**src/rtl/reg_file_if.sv**
```systemverilog
// rtl/reg_file_if.sv - operand read, issue and write-back bundle for the RV32I register file
interface reg_file_if #(
    parameter int DATA_WIDTH = 32,
    parameter int ADDR_WIDTH = 5
);
    logic                  read_en;
    logic [ADDR_WIDTH-1:0] rs1_addr;
    logic [ADDR_WIDTH-1:0] rs2_addr;
    logic [DATA_WIDTH-1:0] src1_value;
    logic [DATA_WIDTH-1:0] src2_value;
    logic                  issue_req;
    logic [ADDR_WIDTH-1:0] issue_rd;
    logic                  write_req;
    logic [ADDR_WIDTH-1:0] write_addr;
    logic [DATA_WIDTH-1:0] write_data;
    logic                  stall;

    modport master (
        output read_en, rs1_addr, rs2_addr, issue_req, issue_rd,
               write_req, write_addr, write_data,
        input  src1_value, src2_value, stall
    );

    modport slave (
        input  read_en, rs1_addr, rs2_addr, issue_req, issue_rd,
               write_req, write_addr, write_data,
        output src1_value, src2_value, stall
    );
endinterface

```
**src/rtl/reg_file.sv**
```systemverilog
// rtl/reg_file.sv - 32 x 32 register file with registered read ports and RAW scoreboard
module reg_file #(
    parameter int DATA_WIDTH = 32,
    parameter int ADDR_WIDTH = 5
) (
    input  logic       clk,
    input  logic       reset_n,
    reg_file_if.slave  bus
);
    localparam int DEPTH = 1 << ADDR_WIDTH;

    logic [DATA_WIDTH-1:0] regs_q [DEPTH];
    logic [DEPTH-1:0]      pending_q, pending_d;
    logic [DATA_WIDTH-1:0] src1_q, src1_d;
    logic [DATA_WIDTH-1:0] src2_q, src2_d;

    logic                  wr_valid;
    logic                  wr_hit1, wr_hit2;
    logic                  hz1, hz2;
    logic                  stall;
    logic [DATA_WIDTH-1:0] val1, val2;

    assign wr_valid = bus.write_req && (bus.write_addr != '0);
    assign wr_hit1  = bus.write_req && (bus.write_addr == bus.rs1_addr);
    assign wr_hit2  = bus.write_req && (bus.write_addr == bus.rs2_addr);

    // A write-back landing this cycle resolves the hazard on its register.
    assign hz1   = (bus.rs1_addr != '0) && pending_q[bus.rs1_addr] && !wr_hit1;
    assign hz2   = (bus.rs2_addr != '0) && pending_q[bus.rs2_addr] && !wr_hit2;
    assign stall = bus.read_en && (hz1 || hz2);

    always_comb begin
        val1 = '0;
        val2 = '0;
        if (bus.rs1_addr != '0) begin
            val1 = wr_hit1 ? bus.write_data : regs_q[bus.rs1_addr];
        end
        if (bus.rs2_addr != '0) begin
            val2 = wr_hit2 ? bus.write_data : regs_q[bus.rs2_addr];
        end
    end

    always_comb begin
        src1_d = src1_q;
        src2_d = src2_q;
        if (bus.read_en && !stall) begin
            src1_d = val1;
            src2_d = val2;
        end
    end

    // Clear before set so a same-index issue keeps the newer producer outstanding.
    always_comb begin
        pending_d = pending_q;
        if (wr_valid) begin
            pending_d[bus.write_addr] = 1'b0;
        end
        if (bus.issue_req && (bus.issue_rd != '0) && !stall) begin
            pending_d[bus.issue_rd] = 1'b1;
        end
        pending_d[0] = 1'b0;
    end

    always_ff @(posedge clk or negedge reset_n) begin
        if (!reset_n) begin
            for (int i = 0; i < DEPTH; i++) begin
                regs_q[i] <= '0;
            end
            pending_q <= '0;
            src1_q    <= '0;
            src2_q    <= '0;
        end else begin
            if (wr_valid) begin
                regs_q[bus.write_addr] <= bus.write_data;
            end
            pending_q <= pending_d;
            src1_q    <= src1_d;
            src2_q    <= src2_d;
        end
    end

    assign bus.src1_value = src1_q;
    assign bus.src2_value = src2_q;
    assign bus.stall      = stall;
endmodule

```
**src/flat_wrapper.sv**
```systemverilog
// flat-port wrapper written by rule: the top's interface ports become plain ports
module reg_file_flat 
#(
    parameter int DATA_WIDTH = 32,
    parameter int ADDR_WIDTH = 5
)
  (clk, reset_n, bus_read_en, bus_rs1_addr, bus_rs2_addr, bus_issue_req, bus_issue_rd, bus_write_req, bus_write_addr, bus_write_data, bus_src1_value, bus_src2_value, bus_stall);
  reg_file_if #(.DATA_WIDTH(DATA_WIDTH), .ADDR_WIDTH(ADDR_WIDTH)) bus_i ();
  input  logic clk;
  input  logic reset_n;
  input wire logic [$bits(bus_i.read_en)-1:0] bus_read_en;
  input wire logic [$bits(bus_i.rs1_addr)-1:0] bus_rs1_addr;
  input wire logic [$bits(bus_i.rs2_addr)-1:0] bus_rs2_addr;
  input wire logic [$bits(bus_i.issue_req)-1:0] bus_issue_req;
  input wire logic [$bits(bus_i.issue_rd)-1:0] bus_issue_rd;
  input wire logic [$bits(bus_i.write_req)-1:0] bus_write_req;
  input wire logic [$bits(bus_i.write_addr)-1:0] bus_write_addr;
  input wire logic [$bits(bus_i.write_data)-1:0] bus_write_data;
  output wire logic [$bits(bus_i.src1_value)-1:0] bus_src1_value;
  output wire logic [$bits(bus_i.src2_value)-1:0] bus_src2_value;
  output wire logic [$bits(bus_i.stall)-1:0] bus_stall;
  assign bus_i.read_en = bus_read_en;
  assign bus_i.rs1_addr = bus_rs1_addr;
  assign bus_i.rs2_addr = bus_rs2_addr;
  assign bus_i.issue_req = bus_issue_req;
  assign bus_i.issue_rd = bus_issue_rd;
  assign bus_i.write_req = bus_write_req;
  assign bus_i.write_addr = bus_write_addr;
  assign bus_i.write_data = bus_write_data;
  assign bus_src1_value = bus_i.src1_value;
  assign bus_src2_value = bus_i.src2_value;
  assign bus_stall = bus_i.stall;
  reg_file #(.DATA_WIDTH(DATA_WIDTH), .ADDR_WIDTH(ADDR_WIDTH)) u_core (.clk(clk), .reset_n(reset_n), .bus(bus_i));
endmodule
```
**config.mk**
```make
export PLATFORM = sky130hd
export DESIGN_NAME = reg_file_flat
export DESIGN_NICKNAME = d
export VERILOG_FILES = /design/src/rtl/reg_file_if.sv /design/src/rtl/reg_file.sv /design/src/flat_wrapper.sv
export SDC_FILE = /design/constraint.sdc
export NUM_CORES = 2
export LEC_CHECK = 0
export BUFFER_PORTS_ARGS = -buffer_cell sky130_fd_sc_hd__buf_2
export CORE_MARGIN = 2
export CORE_UTILIZATION = 30
export CTS_CLUSTER_SIZE = 40
export DETAILED_ROUTE_END_ITERATION = 7
export SLEW_MARGIN = 20
export SYNTH_ARGS = -nofsm -noshare
export SYNTH_HDL_FRONTEND = slang
export SYNTH_SLANG_ARGS = --single-unit
```
**constraint.sdc**
```tcl
create_clock -name clk -period 2.45 [get_ports clk]
set_input_delay 0.49 -clock clk [delete_from_list [all_inputs] [get_ports clk]]
set_output_delay 0.49 -clock clk [all_outputs]
set_load 0.02 [all_outputs]
```
==> metrics <==
CP max FO 3; Setup crit start kind register; TritonCTS Buffers 119; maximum capacitance violations 0; Data required, critical path between 1.5 and 2 ns; Initial DRC Count 4,176; P per Cell Area a little over 800 nW/um^2; synth unique cells 68; FP Rows 163; Seq/Total Area, Yosys 0.4687; ys flop type dfrtp_1; part of the cycle the worst path needs 1.247; Multi-input gate area 29,790 sq um; Vias 41,150; GRT overflow 0; first-pass GRT wire length 311,700 microns; # fillers approximately 19,000; minimum clock period 3.056 ns; Reg area 28,000 sq um; vias in the first global route about 42,000; Post-route DRC 0; TritonCTS clock tree yes; IO Count 122; Hold WC Path Type primary input to register; Pins Over Slew Limit 0; clock tree root driver cell clkbuf_16; layout cells sized above 1 0.5387; Syn Area/Cell 14.54 sq um; slew at the pin closest to its max-slew limit approximately 0.82 ns; CP top delay family multiplexers; share of the synthesized area in the top cell type 0.4687; GPL Wtd Cong 0.8501; CTS Buffer Depth 3; H-tree levels 3; status finished with violations; warnings from Yosys 0; Die Ht 450.3 microns; asr flop ratio synth 1.000; EDFF count, synth 0; NumNets Final between 4,000 and 5,000; die width 450.3 microns; worst hold margin 0.1287 ns; largest net degree at the start of global routing between 100 and 150; Sink Count 1,119; post-DP HPWL 142,800 microns; drt wl/cell 30.15 microns; Slew headroom 0.4507; unrepaired setup endpoints after global routing yes; initial antenna violation count 18; Sum Neg Setup Slack -11.83 ns; initial core utilization 0.3023; Reg clk slew, reported paths 0.07 ns; commonest non-fill, non-tap cell in the layout dfrtp_1; area grow syn2layout 21.45%; crit path buf inv count 1; highest clock rate 0.3272 GHz; CP max stage cell mux4_2; Non-Filler Instances 7,195; DRT antenna net count 0; Yosys reg bits 1,119; Critical Path End Type output port; Post-Synthesis Cells a little over 4,000; Synthesized Nets 4,166; Worst Clk Skew just over 0.04 ns; critical path type register to output port; drt via density 5.719; DRT Pass-1 Iters 5; Tot Pwr between 50 and 60 mW; Worst-Skew Late Latency 0.78 ns; Post-Route WL 216,900 microns; Hold Fails Final Rpt 0; cell area after synthesis 59,750 sq um; dominant cell type by area after synthesis dfrtp_1; # port buffers 121; synth top area cells dfrtp_1 47%, mux2_2 19%, mux4_2 17%; violated checks setup timing; commonest cells after routing, fill and taps aside 1,119 x dfrtp_1, 1,012 x mux2_2, 462 x mux4_2; dpl cells 6,940; core region area 197,600 sq um; CP arrival 2.57 ns; Worst Setup Slack, final -0.6063 ns; gr usage total 0.2094; CP cell instances mux4_2, mux2i_4, o22ai_2, a32oi_2, a21oi_4, buf_6; Leak 31.52 nW; final setup fails 71; Critical Path Max Stage Delay 0.52 ns; VDD IR max 0.5935 mV; die area 202,700 sq um
==> worst register-to-register path, delay by kind of cell, from the launching register on <==
kind                   cells  cell delay, ns
and+or+nand+nor            1            0.13
DFF                        1            0.41
buffers and inverters      4            0.65
AOI/OAI and AO/OA          2            0.41
muxes                      3            0.98
==> cells in the mapped netlist (12+ instances only) <==
| library cell | count |
|---|---|
| nor3_1 | 37 |
| nand3_1 | 16 |
| nor2_1 | 51 |
| buf_8 | 12 |
| nor3b_1 | 12 |
| mux4_2 | 458 |
| inv_1 | 31 |
| buf_2 | 81 |
| dfrtp_1 | 1119 |
| buf_6 | 28 |
| nor2b_1 | 16 |
| o22ai_1 | 15 |
| a211oi_1 | 19 |
| and2_1 | 20 |
| mux2_1 | 34 |
| a22oi_1 | 80 |
| o21ai_0 | 92 |
| clkbuf_1 | 238 |
| a21oi_1 | 36 |
| a31oi_1 | 19 |
| a221o_1 | 16 |
| nand2_1 | 162 |
| a221oi_1 | 92 |
| buf_4 | 28 |
| mux2_2 | 1012 |
| mux2i_1 | 222 |
| buf_1 | 50 |
==> timing repair <==
item | in CTS | in global routing
gates resized for setup | 29 | 60
hold endpoints to repair | 431 | 0
pin swaps | 6 | 11
setup endpoints to repair | 24 | 79
cloned | 3 | 7
setup buffers | 3 | 13
hold buffers | 1 | 0
==> report_power, final <==
group	leakage, nW	internal [mW]	switching [mW]	total, mW
Sequential	14.3	22.4	3.18	25.5
Combinational	15.1	7.82	6.01	13.8
Clock	2.07	11.5	8.04	19.6
Total	31.5	41.7	17.2	59.0
==> kinds of logic after synthesis <==
family / count (synthesis) / share of synthesized area
AO/OA/AOI/OAI: 424 / 0.05129
XOR/XNOR: 10 / 0.001466
buffers and inverters: 482 / 0.04199
flip-flops: 1119 / 0.4687
multiplexers: 1733 / 0.4100
AND/OR/NAND/NOR: 341 / 0.02660
==> layer usage <==
metal | share of wire | wire length, microns | vias up | global-route usage
met5 | 0.00020 | 44 | - | 0
met4 | 0.044 | 9471 | 6 | 0.08379
met3 | 0.073 | 15870 | 429 | 0.03435
met2 | 0.47 | 101900 | 1874 | 0.3347
met1 | 0.41 | 89600 | 22330 | 0.2831
li1 | - | - | 16510 | -
==> flip-flops by register name, indices dropped and copies added (netlist names) <==
signal,cells
u_core.bus.src1_value,32
u_core.regs_q,1024
u_core.pending_q,31
u_core.bus.src2_value,32
==> path summary, 6_finish.rpt <==
kind | start | endpoint | slack (ns) | cells after the start
max reg2reg | u_core.pending_q[14] | u_core.bus.src2_value[25] | -0.24 | 10
max | u_core.pending_q[14] | bus_stall | -0.61 | 6
min in group asynchronous | reset_n | u_core.regs_q[1011] | 0.45 | 3
min | bus_issue_rd[2] | u_core.pending_q[9] | 0.13 | 4
min reg2reg | u_core.regs_q[1007] | u_core.regs_q[1007] | 0.40 | 0
max in group asynchronous | reset_n | u_core.regs_q[536] | 1.23 | 4
==> layout make-up <==
| class | instances | area share |
|---|---|---|
| Antenna cell | 9 | 0.0003104 |
| Multi-Input combinational cell | 2508 | 0.4105 |
| Tap cell | 2640 | 0.04552 |
| Clock buffer | 183 | 0.04947 |
| Timing Repair Buffer | 664 | 0.09801 |
| Clock inverter | 39 | 0.008552 |
| Inverter | 33 | 0.001759 |
| Sequential cell | 1119 | 0.3859 |
==> through the flow <==
stage	cell area (sq um)	utilization	setup WS [ns]
after floorplan	59920	-	-0.03993
after global routing	72550	0.3671	-0.6109
after global placement	67670	0.3424	-0.9264
final	72570	0.3672	-0.6063
after detailed placement	67670	0.3424	-0.8933
after CTS	72080	0.3647	-0.6426
Note: power is estimated with default switching activity, not from simulation.
